==> src/rtl/pipeline_ctrl_pkg.sv <==
// Shared definitions for the pipeline hazard/sequencing controller.
package pipeline_ctrl_pkg;

  localparam int REG_W  = 5;
  localparam int WAIT_W = 16;
  localparam int CTRL_W = 8;

  typedef enum logic [1:0] {
    ST_RUN      = 2'b00,
    ST_MEM_WAIT = 2'b01,
    ST_HALT     = 2'b10
  } ctrl_state_e;

  // Control word loaded into a pipeline register when it takes a bubble.
  localparam logic [CTRL_W-1:0] BUBBLE_CTRL = '0;

endpackage

==> src/rtl/pipeline_ctrl_hazard_detect.sv <==
// Combinational RAW hazard detection for the ID instruction.
// PIPELINE_CTRL_FORWARD_EN: forwarding present, only load-use stalls.
module hazard_detect
  import pipeline_ctrl_pkg::*;
(
  input  logic [REG_W-1:0] id_rs,
  input  logic [REG_W-1:0] id_rt,
  input  logic             id_uses_rt,
  input  logic             ex_regwrite,
  input  logic             ex_memread,
  input  logic [REG_W-1:0] ex_dst,
  input  logic             mem_regwrite,
  input  logic [REG_W-1:0] mem_dst,
  output logic             haz
);

  logic ex_rs, ex_rt;
  assign ex_rs = (ex_dst != '0) && (ex_dst == id_rs);
  assign ex_rt = (ex_dst != '0) && (ex_dst == id_rt) && id_uses_rt;

`ifdef PIPELINE_CTRL_FORWARD_EN
  logic unused_mem;
  assign unused_mem = ^{mem_regwrite, mem_dst};
  assign haz = ex_memread && ex_regwrite && (ex_rs || ex_rt);
`else
  // Register file writes in the first half-cycle, so WB never interlocks.
  logic mem_rs, mem_rt;
  logic unused_memread;
  assign unused_memread = ex_memread;
  assign mem_rs = (mem_dst != '0) && (mem_dst == id_rs);
  assign mem_rt = (mem_dst != '0) && (mem_dst == id_rt) && id_uses_rt;
  assign haz = (ex_regwrite && (ex_rs || ex_rt)) ||
               (mem_regwrite && (mem_rs || mem_rt));
`endif

endmodule

==> src/rtl/pipeline_ctrl.sv <==
// 5-stage pipeline controller: stall/flush/freeze enables, memory-wait FSM
// with timeout, stall-cycle counter. Hazard rule set by PIPELINE_CTRL_FORWARD_EN.
module pipeline_ctrl
  import pipeline_ctrl_pkg::*;
#(
  parameter int MEM_TIMEOUT = 255,
  parameter int STALL_CNT_W = 16
) (
  input  logic                   clk,
  input  logic                   reset,
  input  logic [REG_W-1:0]       id_rs,
  input  logic [REG_W-1:0]       id_rt,
  input  logic                   id_uses_rt,
  input  logic                   ex_regwrite,
  input  logic                   ex_memread,
  input  logic [REG_W-1:0]       ex_dst,
  input  logic                   mem_regwrite,
  input  logic [REG_W-1:0]       mem_dst,
  input  logic                   ex_branch_taken,
  input  logic                   ex_jump,
  input  logic                   mem_req,
  input  logic                   mem_ready,
  output logic                   pc_en,
  output logic                   if_id_en,
  output logic                   id_ex_en,
  output logic                   ex_mem_en,
  output logic                   mem_wb_en,
  output logic                   if_id_flush,
  output logic                   id_ex_flush,
  output logic [1:0]             ctrl_state,
  output logic                   mem_timeout,
  output logic [STALL_CNT_W-1:0] stall_count
);

  localparam logic [WAIT_W-1:0] TMO = WAIT_W'(MEM_TIMEOUT);

  ctrl_state_e             state_q, state_d;
  logic [WAIT_W-1:0]       wait_q, wait_d;
  logic [STALL_CNT_W-1:0]  stall_q;
  logic [4:0]              en;
  logic                    haz, redirect, run_rules;

  hazard_detect u_haz (
    .id_rs       (id_rs),
    .id_rt       (id_rt),
    .id_uses_rt  (id_uses_rt),
    .ex_regwrite (ex_regwrite),
    .ex_memread  (ex_memread),
    .ex_dst      (ex_dst),
    .mem_regwrite(mem_regwrite),
    .mem_dst     (mem_dst),
    .haz         (haz)
  );

  assign redirect = ex_branch_taken || ex_jump;

  always_comb begin
    state_d     = state_q;
    wait_d      = wait_q;
    en          = '1;
    if_id_flush = 1'b0;
    id_ex_flush = 1'b0;
    run_rules   = 1'b0;
    if (reset) begin
      en          = '0;
      if_id_flush = 1'b1;
      id_ex_flush = 1'b1;
    end else begin
      case (state_q)
        ST_RUN: begin
          if (mem_req && !mem_ready) begin
            en      = '0;
            state_d = ST_MEM_WAIT;
            wait_d  = '0;
          end else begin
            run_rules = 1'b1;
          end
        end
        ST_MEM_WAIT: begin
          // The wait counter counts cycles spent in MEM_WAIT itself.
          if (!mem_ready) begin
            en     = '0;
            wait_d = wait_q + WAIT_W'(1);
            if (wait_d == TMO) state_d = ST_HALT;
          end else begin
            state_d   = ST_RUN;
            run_rules = 1'b1;
          end
        end
        ST_HALT: en = '0;
        default: begin
          en      = '0;
          state_d = ST_RUN;
        end
      endcase
      if (run_rules) begin
        if (redirect) begin
          if_id_flush = 1'b1;
          id_ex_flush = 1'b1;
        end else if (haz) begin
          en[4:3]     = 2'b00;
          id_ex_flush = 1'b1;
        end
      end
    end
  end

  always_ff @(posedge clk) begin
    if (reset) begin
      state_q <= ST_RUN;
      wait_q  <= '0;
      stall_q <= '0;
    end else begin
      state_q <= state_d;
      wait_q  <= wait_d;
      if (!en[4] && (stall_q != '1)) stall_q <= stall_q + STALL_CNT_W'(1);
    end
  end

  assign {pc_en, if_id_en, id_ex_en, ex_mem_en, mem_wb_en} = en;
  assign ctrl_state  = state_q;
  assign mem_timeout = (state_q == ST_HALT);
  assign stall_count = stall_q;

endmodule

==> config.mk <==
export PLATFORM = sky130hd
export DESIGN_NAME = pipeline_ctrl
export DESIGN_NICKNAME = d
export VERILOG_FILES = /design/src/rtl/pipeline_ctrl_pkg.sv /design/src/rtl/pipeline_ctrl_hazard_detect.sv /design/src/rtl/pipeline_ctrl.sv
export SDC_FILE = /design/constraint.sdc
export NUM_CORES = 1
export LEC_CHECK = 0
export CAP_MARGIN = 20
export CORE_MARGIN = 3
export CORE_UTILIZATION = 41
export DETAILED_ROUTE_END_ITERATION = 10
export GPL_ROUTABILITY_DRIVEN = 1
export PLACE_DENSITY = 0.65
export SYNTH_ARGS = -nofsm -noshare
export SYNTH_HDL_FRONTEND = slang
export SYNTH_SLANG_ARGS = --single-unit
==> constraint.sdc <==
create_clock -name clk -period 2.45 [get_ports clk]
set_input_delay 0.49 -clock clk [delete_from_list [all_inputs] [get_ports clk]]
set_output_delay 0.49 -clock clk [all_outputs]
set_load 0.02 [all_outputs]
==> metrics.md <==
| Metric | Value |
|---|---|
| TNS Setup | 0 ps |
| Avg Cell Area, Syn | 7.69 µm² |
| Clock Path Buffers | 2 |
| Max Freq | 419 MHz |
| CTS clock-pin slew for the worst setup and hold paths | 60 ps |
| Initial antenna violation count | 0 |
| Status | completed |
| Post-synth top area share | 30.2% |
| Biggest area consumer among synthesized cells | dfxtp_1 |
| Hold_sp | wait_q[15] |
| Worst-Margin Slew | 516 ps |
| Avg WL per Cell | 13.9 µm |
| GRT overflow | 0 |
| Inst Count DP | 436 |
| Share of flip-flops with an asynchronous set or reset | 0% |
| CP startpoint kind | primary input |
| Io pins | 56 |
| Post-synthesis cell type count | 52 |
| HPWL after DPL | 4.59 mm |
| Area contributors post-synth | dfxtp_1 30%, xnor2_1 12%, nor2_1 6.8% |
| DR vias | 2,373 |
| CP Class | primary input to output port |
| Max-Cap Viols | 0 |
| Number of flops mapped to enable cells by yosys | 0 |
| VDD IR max | 283 µV |
| RSZ-0062 raised after global routing | false |
| Nature of the critical path endpoint | output port |
| Crit share post-route | 97.4% |
| DRC viols | 0 |
| H-tree Lvls | 2 |
| FF+latch count, synth | 34 |
| Relative slew slack | 65.5% |
| Core Region | 5200 µm² |
| Clk Tree Root Cell | clkbuf_8 |
| Most frequent cell after synthesis | nor2_1 |
| Core Rows | 26 |
| Hold WC Path Type | register to register |
| Synth Instances | 293 |
| Num CTS Buffers | 5 |
| Iteration-0 DRC Markers | 90 |
| Share of cells above drive strength 1 | 18.2% |
| CTS tree | built |
| P&R area growth vs syn | 41.0% |
| Die width | 80.1 µm |
| Hold-fix buffer count after cts | 0 |
| Synthesized Nets | 326 |
| WHS | 477 ps |
| Final setup skew | 6.92 ps |
| Antenna viol nets, final | 0 |
| Power per Cell Area | 403 nW/µm² |
| Vias/cell | 5.34 |
| Synth warn | 0 |
| Synthesized cell area | 2250 µm² |
| Full die area | 6420 µm² |
| Number of global-route vias before repair | 2,147 |
| Final non-filler cell total | 444 |
| Global-route wire length before repair | 10.1 mm |
| Largest net degree at the start of global routing | 29 |
| Port bufs | 54 |
| Ant diodes | 0 |
| Clock tree sinks | 34 |
| Dpl ws | -739 ps |
| Final hold violation count | 0 |
| GRT Total Usage | 20.0% |
| Critical Path RT | 1960 ps |
| Critical path arrival | 1900 ps |
| Final min period | 2390 ps |
| Initial Util | 43.3% |
| Fin nets | 408 |
| Critical Path Start | mem_dst[2] |
| CP Max Fanout | 2 |
| Drt pass-1 iters | 4 |
| Commonest cells post-synth | 41 x nor2_1, 34 x dfxtp_1, 32 x xnor2_1 |
| Final setup viols | 0 |
| Die Y-Extent | 80.1 µm |
| Min setup slack post-route | 63.9 ps |
| Leak pwr | 0.00118 µW |
| Most used DFF post-synth | dfxtp_1 |
| Later-pin clock latency in the skew report | 290 ps |
| GP Congestion | 0.879 |
| Max-slew violation count | 0 |
| R2r startpoint | stall_count[0] |
| Routed Wire Length | 6.19 mm |
| Sequential area share after synthesis | 30.2% |
what timing repair did:
action	in CTS	in global routing
gates resized for setup	53	10
setup buffers	3	0
endpoints found under the setup margin	18	10
cloned	0	0
pin swaps	10	5
endpoints found under the hold margin	0	0
placed cells by master, fill, tap and decap left out, types with 2 or more instances in the layout:
| cell | Yosys | layout |
|---|---|---|
| nor2_1 | 41 | 40 |
| buf_4 | 3 | 39 |
| dfxtp_1 | 34 | 34 |
| xnor2_1 | 32 | 31 |
| clkdlybuf4s50_1 | 0 | 27 |
| nand2_1 | 25 | 25 |
| a21oi_1 | 21 | 21 |
| dlygate4sd2_1 | 0 | 15 |
| nand4_1 | 14 | 14 |
| nand3_1 | 13 | 13 |
| o21ai_0 | 11 | 10 |
| inv_1 | 9 | 9 |
| or3_1 | 6 | 6 |
| nor3_1 | 7 | 6 |
| clkbuf_8 | 0 | 6 |
| xor2_1 | 4 | 4 |
| o21ai_1 | 4 | 4 |
| nor2b_1 | 3 | 3 |
| or4_1 | 3 | 3 |
| and4_1 | 3 | 3 |
| a31oi_1 | 3 | 3 |
| a311oi_1 | 3 | 3 |
| a211oi_1 | 3 | 3 |
| ha_1 | 3 | 3 |
| dlymetal6s2s_1 | 0 | 3 |
| clkdlybuf4s15_1 | 0 | 3 |
| buf_2 | 1 | 3 |
| or2_2 | 2 | 2 |
| o21a_1 | 2 | 2 |
| o22ai_2 | 0 | 2 |
| a22oi_1 | 3 | 2 |
path summary, 6_finish.rpt:
kind,end,slack (ps),depth (start not counted)
max,pc_en,60,7
min,wait_q[15],480,2
max reg2reg,stall_count[8],260,8
min reg2reg,wait_q[15],480,2
report_power, final:
group / internal (µW) / leakage, µW / switching [µW]
sequential: 562 / 0.000275 / 12.4
clock: 217 / 0.0000431 / 204
combinational: 143 / 0.000866 / 142
total: 922 / 0.00118 / 358
sequential cells by signal (all words and copies together) (netlist names):
| signal | count |
|---|---|
| wait_q | 16 |
| stall_count | 16 |
| ctrl_state | 2 |
final cells by class:
cell class | instances | area [µm²]
multi-input cells | 234 | 1500
well taps | 70 | 87.6
inverters | 9 | 33.8
fillers | 514 | 2030
clock buffers | 6 | 82.6
repair buffers | 91 | 788
flip-flops and latches | 34 | 681
routing by layer:
metal / routed length, µm / vias up / GRT usage, %
met5: 0 / - / 0
met4: 81 / 0 / 5.57
met3: 325 / 7 / 4.04
met2: 2750 / 55 / 31.6
met1: 3030 / 1104 / 27.6
li1: - / 1207 / -
kinds of logic (layout without fill, tap and decap cells):
kind of cell,Yosys count,in the layout,share of synthesized area (%)
multiplexers,2,2,1.11
AO/OA/AOI/OAI,65,65,18.5
flip-flops,34,34,30.2
AND/OR/NAND/NOR,128,128,29.4
adder cells (fa/ha/maj),3,3,1.67
XOR/XNOR,36,36,14.0
buffers and inverters,25,106,5.06
per-stage QoR:
| step | area, µm² | utilization (%) | total power, µW |
|---|---|---|---|
| after floorplan | 2260 | - | 727 |
| after global placement | 3070 | 58.9 | 872 |
| after detailed placement | 3070 | 58.9 | 874 |
| after CTS | 3150 | 60.5 | 1290 |
| after global routing | 3180 | 61.0 | 1340 |
| final | 3180 | 61.0 | 1280 |
critical path, stage by stage:
cell,delay [ps]
clkdlybuf4s15_1,180
or4_1,470
o21a_1,230
a22oi_2,210
o21ai_2,80
inv_1,90
buf_4,140
No activity file was read; power rests on OpenSTA's default activity.
